==> config.mk <==
export PLATFORM = sky130hd
export DESIGN_NAME = lightgun_multi_flat
export DESIGN_NICKNAME = d
export VERILOG_FILES = /design/src/rtl/lightgun_multi_if.sv /design/src/rtl/lightgun_multi.sv /design/src/flat_wrapper.sv
export SDC_FILE = /design/constraint.sdc
export NUM_CORES = 1
export LEC_CHECK = 0
export CORE_MARGIN = 2
export CORE_UTILIZATION = 40
export CTS_CLUSTER_SIZE = 24
export DETAILED_ROUTE_END_ITERATION = 6
export DONT_BUFFER_PORTS = 1
export PLACE_DENSITY_LB_ADDON = 0.08
export SKIP_CTS_REPAIR_TIMING = 1
export SYNTH_ARGS = -nofsm -noshare
export SYNTH_HDL_FRONTEND = slang
export SYNTH_SLANG_ARGS = --single-unit
==> constraint.sdc <==
create_clock -name clk -period 9.05 [get_ports clk]
set_clock_uncertainty 0.15 [all_clocks]
set_input_delay 0.4525 -clock clk [delete_from_list [all_inputs] [get_ports clk]]
set_output_delay 0.4525 -clock clk [all_outputs]
set_load 0.01 [all_outputs]
==> src/rtl/lightgun_multi_if.sv <==
// lightgun_multi_if: aim, beam and Zapper signals for all gun channels.
// Channel 0 occupies the LSBs of every packed per-channel bus.
interface lightgun_multi_if #(
  parameter int NUM_GUNS = 2
);
  logic [25*NUM_GUNS-1:0] ps2_mouse;
  logic [8*NUM_GUNS-1:0]  abs_x;
  logic [8*NUM_GUNS-1:0]  abs_y;
  logic [NUM_GUNS-1:0]    ext_btn;
  logic [NUM_GUNS-1:0]    src_sel;
  logic [NUM_GUNS-1:0]    trig_sel;
  logic [2*NUM_GUNS-1:0]  sens;
  logic [8:0]             cycle;
  logic [8:0]             scanline;
  logic [5:0]             color;
  logic [NUM_GUNS-1:0]    light;
  logic [NUM_GUNS-1:0]    trigger;
  logic [2*NUM_GUNS-1:0]  reticle;

  modport master (
    output ps2_mouse, abs_x, abs_y, ext_btn,
    output src_sel, trig_sel, sens,
    output cycle, scanline, color,
    input  light, trigger, reticle
  );

  modport slave (
    input  ps2_mouse, abs_x, abs_y, ext_btn,
    input  src_sel, trig_sel, sens,
    input  cycle, scanline, color,
    output light, trigger, reticle
  );
endinterface

==> src/rtl/lightgun_multi.sv <==
// lightgun_multi: multi-channel Zapper emulator for the NES core.
// Aim from mouse deltas or absolute input, compared to the PPU beam.
module lightgun_multi #(
  parameter int NUM_GUNS     = 2,
  parameter int HIT_RADIUS   = 4,
  parameter int TRIG_PULSE   = 830000,
  parameter int TRIG_LOCKOUT = 2100000,
  parameter int LIGHT_HI     = 26,
  parameter int LIGHT_MID    = 20,
  parameter int LIGHT_LO     = 17
) (
  input logic             clk,
  input logic             reset,
  lightgun_multi_if.slave bus
);
  localparam logic [31:0] TRIG_LOAD =
    32'(TRIG_PULSE + TRIG_LOCKOUT);
  localparam logic [31:0] TRIG_HOLD = 32'(TRIG_LOCKOUT);
  localparam logic [10:0] RADIUS    = 11'(HIT_RADIUS);
  localparam logic [8:0]  CNT_HI    = 9'(LIGHT_HI);
  localparam logic [8:0]  CNT_MID   = 9'(LIGHT_MID);
  localparam logic [8:0]  CNT_LO    = 9'(LIGHT_LO);

  logic signed [9:0] pos_x     [NUM_GUNS];
  logic signed [9:0] pos_y     [NUM_GUNS];
  logic [8:0]        light_cnt [NUM_GUNS];
  logic [31:0]       trig_cnt  [NUM_GUNS];
  logic [NUM_GUNS-1:0] pressed;
  logic [NUM_GUNS-1:0] old_toggle;
  logic [8:0]          scan_q;
  logic [2*NUM_GUNS-1:0] reticle_q;

  logic signed [9:0] nx_x     [NUM_GUNS];
  logic signed [9:0] nx_y     [NUM_GUNS];
  logic [8:0]        nx_light [NUM_GUNS];
  logic [31:0]       nx_trig  [NUM_GUNS];
  logic [NUM_GUNS-1:0]   nx_pressed;
  logic [2*NUM_GUNS-1:0] nx_ret;
  logic [5*NUM_GUNS-1:0] spare_unused;

  function automatic logic [10:0] mag(input logic [10:0] v);
    return v[10] ? -v : v;
  endfunction

  function automatic logic signed [9:0] clamp(
    input logic signed [10:0] v
  );
    if (v < 0) return '0;
    if (v > 11'sd255) return 10'sd255;
    return v[9:0];
  endfunction

  // 3 = bright, 2 = mid, 1 = dim, 0 = no light
  function automatic logic [1:0] lclass(input logic [5:0] c);
    logic [1:0] r;
    r = 2'd0;
    unique case (1'b1)
      (c == 6'h20) || (c == 6'h30): r = 2'd3;
      ((c >= 6'h31) && (c <= 6'h3D)) || (c == 6'h10): r = 2'd2;
      ((c >= 6'h21) && (c <= 6'h2D)) || (c == 6'h00): r = 2'd1;
      default: r = 2'd0;
    endcase
    return r;
  endfunction

  always_comb begin
    logic              fresh, btn, off, hit, dot, ev, rel;
    logic [1:0]        sh;
    logic signed [8:0] dx, dy;
    logic signed [10:0] sx, sy;
    logic [10:0]       ex, ey;
    logic [7:0]        ay;
    nx_ret       = '0;
    nx_pressed   = pressed;
    spare_unused = '0;
    for (int i = 0; i < NUM_GUNS; i++) begin
      fresh = bus.ps2_mouse[25*i+24] != old_toggle[i];
      btn   = bus.ps2_mouse[25*i];
      spare_unused[5*i +: 5] = {bus.ps2_mouse[25*i+7 -: 2],
                                bus.ps2_mouse[25*i+3 -: 3]};
      sh = bus.sens[2*i +: 2];
      dx = $signed({bus.ps2_mouse[25*i+4],
                    bus.ps2_mouse[25*i+8 +: 8]}) >>> sh;
      dy = $signed({bus.ps2_mouse[25*i+5],
                    bus.ps2_mouse[25*i+16 +: 8]}) >>> sh;
      sx = {pos_x[i][9], pos_x[i]} + {{2{dx[8]}}, dx};
      sy = {pos_y[i][9], pos_y[i]} - {{2{dy[8]}}, dy};
      ay = bus.abs_y[8*i +: 8];

      nx_x[i] = pos_x[i];
      nx_y[i] = pos_y[i];
      if (bus.src_sel[i]) begin
        nx_x[i] = {2'b00, bus.abs_x[8*i +: 8]};
        nx_y[i] = {2'b00, 8'(ay - (ay >> 4))};
      end else if (fresh) begin
        nx_x[i] = clamp(sx);
        nx_y[i] = clamp(sy);
      end

      ex  = {2'b00, bus.cycle} - {pos_x[i][9], pos_x[i]};
      ey  = {2'b00, bus.scanline} - {pos_y[i][9], pos_y[i]};
      off = (pos_x[i] >= 10'sd254) || (pos_x[i] <= 10'sd1) ||
            (pos_y[i] >= 10'sd224) || (pos_y[i] <= 10'sd8);
      hit = (mag(ex) <= RADIUS) && (mag(ey) <= RADIUS) && !off;
      dot = ((ey == 11'd0) && (mag(ex) <= 11'd1)) ||
            ((ex == 11'd0) && (mag(ey) <= 11'd1));
      nx_ret[2*i +: 2] = {off, dot};

      nx_light[i] = light_cnt[i];
      if ((bus.scanline != scan_q) && (light_cnt[i] != 9'd0))
        nx_light[i] = light_cnt[i] - 9'd1;
      // A hit overrides the scanline decay in the same cycle
      if (hit) begin
        case (lclass(bus.color))
          2'd3: nx_light[i] = CNT_HI;
          2'd2: nx_light[i] = (light_cnt[i] > CNT_MID) ?
                              light_cnt[i] : CNT_MID;
          2'd1: nx_light[i] = (light_cnt[i] > CNT_LO) ?
                              light_cnt[i] : CNT_LO;
          default: ;
        endcase
      end

      ev  = bus.trig_sel[i] ? bus.ext_btn[i] : (fresh && btn);
      rel = bus.trig_sel[i] ? !bus.ext_btn[i] : (fresh && !btn);
      nx_trig[i] = (trig_cnt[i] != 32'd0) ?
                   trig_cnt[i] - 32'd1 : 32'd0;
      // Presses during pulse or lockout are dropped, not queued
      if (ev && !pressed[i]) begin
        nx_pressed[i] = 1'b1;
        if (trig_cnt[i] == 32'd0) nx_trig[i] = TRIG_LOAD;
      end else if (rel) begin
        nx_pressed[i] = 1'b0;
      end
    end
  end

  always_ff @(posedge clk or posedge reset) begin
    if (reset) begin
      for (int i = 0; i < NUM_GUNS; i++) begin
        pos_x[i]     <= 10'sd128;
        pos_y[i]     <= 10'sd120;
        light_cnt[i] <= '0;
        trig_cnt[i]  <= '0;
      end
      pressed    <= '0;
      old_toggle <= '0;
      scan_q     <= '0;
      reticle_q  <= '0;
    end else begin
      for (int i = 0; i < NUM_GUNS; i++) begin
        pos_x[i]      <= nx_x[i];
        pos_y[i]      <= nx_y[i];
        light_cnt[i]  <= nx_light[i];
        trig_cnt[i]   <= nx_trig[i];
        old_toggle[i] <= bus.ps2_mouse[25*i+24];
      end
      pressed   <= nx_pressed;
      scan_q    <= bus.scanline;
      reticle_q <= nx_ret;
    end
  end

  always_comb begin
    bus.light   = '1;
    bus.trigger = '0;
    bus.reticle = reticle_q;
    for (int i = 0; i < NUM_GUNS; i++) begin
      bus.light[i]   = light_cnt[i] == 9'd0;
      bus.trigger[i] = trig_cnt[i] > TRIG_HOLD;
    end
  end
endmodule
==> src/flat_wrapper.sv <==
// flat-port wrapper written by rule: the top's interface ports become plain ports
module lightgun_multi_flat 
#(
  parameter int NUM_GUNS     = 2,
  parameter int HIT_RADIUS   = 4,
  parameter int TRIG_PULSE   = 830000,
  parameter int TRIG_LOCKOUT = 2100000,
  parameter int LIGHT_HI     = 26,
  parameter int LIGHT_MID    = 20,
  parameter int LIGHT_LO     = 17
)
  (clk, reset, bus_ps2_mouse, bus_abs_x, bus_abs_y, bus_ext_btn, bus_src_sel, bus_trig_sel, bus_sens, bus_cycle, bus_scanline, bus_color, bus_light, bus_trigger, bus_reticle);
  lightgun_multi_if #(.NUM_GUNS(NUM_GUNS)) bus_i ();
  input logic clk;
  input logic reset;
  input wire logic [$bits(bus_i.ps2_mouse)-1:0] bus_ps2_mouse;
  input wire logic [$bits(bus_i.abs_x)-1:0] bus_abs_x;
  input wire logic [$bits(bus_i.abs_y)-1:0] bus_abs_y;
  input wire logic [$bits(bus_i.ext_btn)-1:0] bus_ext_btn;
  input wire logic [$bits(bus_i.src_sel)-1:0] bus_src_sel;
  input wire logic [$bits(bus_i.trig_sel)-1:0] bus_trig_sel;
  input wire logic [$bits(bus_i.sens)-1:0] bus_sens;
  input wire logic [$bits(bus_i.cycle)-1:0] bus_cycle;
  input wire logic [$bits(bus_i.scanline)-1:0] bus_scanline;
  input wire logic [$bits(bus_i.color)-1:0] bus_color;
  output wire logic [$bits(bus_i.light)-1:0] bus_light;
  output wire logic [$bits(bus_i.trigger)-1:0] bus_trigger;
  output wire logic [$bits(bus_i.reticle)-1:0] bus_reticle;
  assign bus_i.ps2_mouse = bus_ps2_mouse;
  assign bus_i.abs_x = bus_abs_x;
  assign bus_i.abs_y = bus_abs_y;
  assign bus_i.ext_btn = bus_ext_btn;
  assign bus_i.src_sel = bus_src_sel;
  assign bus_i.trig_sel = bus_trig_sel;
  assign bus_i.sens = bus_sens;
  assign bus_i.cycle = bus_cycle;
  assign bus_i.scanline = bus_scanline;
  assign bus_i.color = bus_color;
  assign bus_light = bus_i.light;
  assign bus_trigger = bus_i.trigger;
  assign bus_reticle = bus_i.reticle;
  lightgun_multi #(.NUM_GUNS(NUM_GUNS), .HIT_RADIUS(HIT_RADIUS), .TRIG_PULSE(TRIG_PULSE), .TRIG_LOCKOUT(TRIG_LOCKOUT), .LIGHT_HI(LIGHT_HI), .LIGHT_MID(LIGHT_MID), .LIGHT_LO(LIGHT_LO)) u_core (.clk(clk), .reset(reset), .bus(bus_i));
endmodule
==> out/metrics.yaml <==
worst_setup_path:
  worst_ep_arrival_time_ps: 4610
  worstSetupPathType: "reg2reg"
  crit_path_max_incr_delay_ps: 510
  critPathLaunchType: "register"
  reg2reg_depth: 13
  crit_chain: "ha_1 -> inv_1 -> fa_1 -> a211oi_1 -> o311a_1 -> o21ai_1 -> a211oi_1 -> o32ai_1 -> a221o_1 -> nor4_2 -> nand3_1 -> o311ai_0 -> o41ai_1"
  endpoint_kind: "register"
  worstReg2RegEnd: "u_core.light_cnt[6]"
  cp_max_fo: 10
  timing.rr.start: "u_core.pos_y[0]"
  cpMaxStageDelayCell: "nor4_2"
  cpMostUsedCell: "a211oi_1"
  cp.required_ps: 9210
  reg2reg_slack_ps: 4600
place:
  gp_congestion: 0.8263
  pre_cts_slack_ps: 4489
  placed_area_mm2: 0.01373
  port_buffers: 0
  hpwl_um: 26570
timing:
  max_clock_freq_mhz: 224.7
  tightest_slew_ps: 1189
  min_period_over_period: 0.4919
  slew_violations: 0
  layout_min_cycle_time_ps: 4451
  final_hold_viol_count: 0
  fin_ws_ps: 4599
  slew_headroom: 0.2056
  rsz0062_at_grt: "false"
  setup_tns_ps: 0
  setup_violations: 0
route:
  drt-pass1-iter-count: 5
  ant_nets: 0
  wl_per_cell_um: 17.22
  drtIter0Drc: 522
  totalWireLength_um: 35000
  drc: 0
  vias: 11480
  viasPerCell: 5.645
synthesis:
  postSynthNetCount: 1800
  synth.top_cell.area_share: 0.2429
  syn-cell-area_mm2: 0.01329
  postSynthAreaPerCell_um2: 8.444
  yosysSeqAreaShare: 0.2627
  ys_warn_count: 0
  synth_edf_count: 0
  synthTopCellsByArea: "dfrtp_1 24%, ha_1 9.2%, xnor2_1 6.2%"
  synthFlopType: "dfrtp_1"
  async_flop_share: 1.000
  synth.distinct_cells: 94
  yosysTopAreaCell: "dfrtp_1"
  synth_cells: 1574
  ys_ff_latch: 139
clock_network:
  tritoncts: "built"
  path_clk_slew_ps: 70
  cts_max_path_buffers: 2
  clk_latency_ps: 450
  clock-sinks: 139
  cts_buffers: 17
  htreeDepth: 4
  cts-root-buf: "clkbuf_16"
final_layout:
  seqCellArea_mm2: 0.003491
  multi_input_area_mm2: 0.009198
  antennaDiodeCount: 0
  drive_gt1_frac: 0.07291
  final_cell_mix: "133 x nor2_1, 129 x dfrtp_1, 113 x inv_1"
  nets: 1804
  layout_commonest_cell: "nor2_1"
  finish.instance_area_mm2: 0.01454
  synthToLayoutAreaGrowth_pct: 9.367
  num-fill-cells: 3277
worst_hold_path:
  hold_depth: 1
  hold_path.class: "in2reg"
  min_to: "u_core.pos_x[6]"
  min_from: "bus_src_sel[1]"
power:
  pwr_density_cell_mw_per_mm2: 205.2
  fin_total_pwr_mw: 2.982
  power_leakage_nw: 6.175
  ir_drop_mv: 0.1561
grt:
  grt_max_degree: 78
  gr-total-overflow: 0
  grt_pass1_wl_um: 56840
  grtUsageTotal: 0.2064
  grt_pass1_vias: 10920
  antenna_found_initial: 0
floorplan:
  io_pins: 126
  die_area_mm2: 0.03470
  rows: 66
  core_area_mm2: 0.03262
  die_h_um: 186.3
  die_x_um: 186.3
  start_util: 0.4074
job:
  maxCapViolCount: 0
run_status:
  status: "finished clean"
[per-layer routing]
layer	GRT usage	wire length (um)	share of wire
met1	0.2907	17530	0.50
met2	0.3264	15780	0.45
met3	0.03914	1225	0.035
met4	0.05071	465	0.013
met5	0	0	0
[power breakdown]
part	internal (mW)	total [mW]	switching, mW
clock network	0.441	0.740	0.299
logic	0.594	1.38	0.782
registers	0.738	0.867	0.129
[worst max-delay path by stage]
stage | from | endpoint | slack (ps)
2_1_floorplan | bus_sens[1] | u_core.pos_x[12] | 4640
3_3_place_gp | bus_scanline[0] | u_core.light_cnt[4] | 4580
3_5_place_dp | bus_scanline[0] | u_core.light_cnt[6] | 4490
4_1_cts | u_core.pos_y[0] | u_core.light_cnt[6] | 4590
5_1_grt | u_core.pos_y[0] | u_core.light_cnt[6] | 4250
6_report | u_core.pos_y[0] | u_core.light_cnt[6] | 4600
[state kept, by name, summed over array words and instances, names as in the netlist]
| signal | cells |
|---|---|
| u_core.scan_q | 9 |
| u_core.light_cnt | 18 |
| u_core.old_toggle | 2 |
| u_core.pressed | 2 |
| u_core.pos_x | 20 |
| u_core.trig_cnt | 64 |
| u_core.bus.reticle | 4 |
| u_core.pos_y | 20 |
[cell usage after synthesis (24+ instances only)]
| cell type | instances |
|---|---|
| a21o_1 | 31 |
| a21oi_1 | 96 |
| clkbuf_1 | 28 |
| dfrtp_1 | 129 |
| ha_1 | 98 |
| inv_1 | 114 |
| mux2i_1 | 33 |
| nand2_1 | 110 |
| nand2b_1 | 34 |
| nand3_1 | 40 |
| nor2_1 | 134 |
| nor2b_1 | 24 |
| nor3_1 | 55 |
| nor4_1 | 31 |
| o21ai_0 | 93 |
| xnor2_1 | 94 |
| xor2_1 | 35 |
[critical path: cells and delay by family (launching register included)]
kind | cells | cell delay (ps)
compound gates | 8 | 2130
simple gates | 2 | 940
fa+ha+maj | 2 | 630
flops | 1 | 400
buf+inv | 1 | 60
[final cells by class]
class | count | area share
clock buffers | 21 | 0.03099
clock inverters | 11 | 0.01016
inverters | 114 | 0.02978
multi-input cells | 1278 | 0.6328
flip-flops and latches | 139 | 0.2402
well taps | 442 | 0.03805
repair buffers | 28 | 0.01808
[cells by family (layout without fill, tap and decap cells)]
logic type	Yosys count	after routing	share of synthesized area
AND/OR/NAND/NOR	546	546	0.2122
AO/OA/AOI/OAI	427	427	0.2194
buffers and inverters	157	174	0.04594
flip-flops	139	139	0.2627
XOR/XNOR	131	131	0.08746
adder cells (fa/ha/maj)	108	108	0.1073
multiplexers	66	66	0.06496
[per-stage QoR]
stage	hold slack, ps	cells	util
after detailed placement	282.2	1980	0.4208
after CTS	-206.9	2012	0.4392
after global routing	2.773	2033	0.4456
final	0.9940	2033	0.4456
after global placement	286.2	1980	0.4208
after floorplan	299.6	1574	-
No activity file was read; power rests on OpenSTA's default activity.
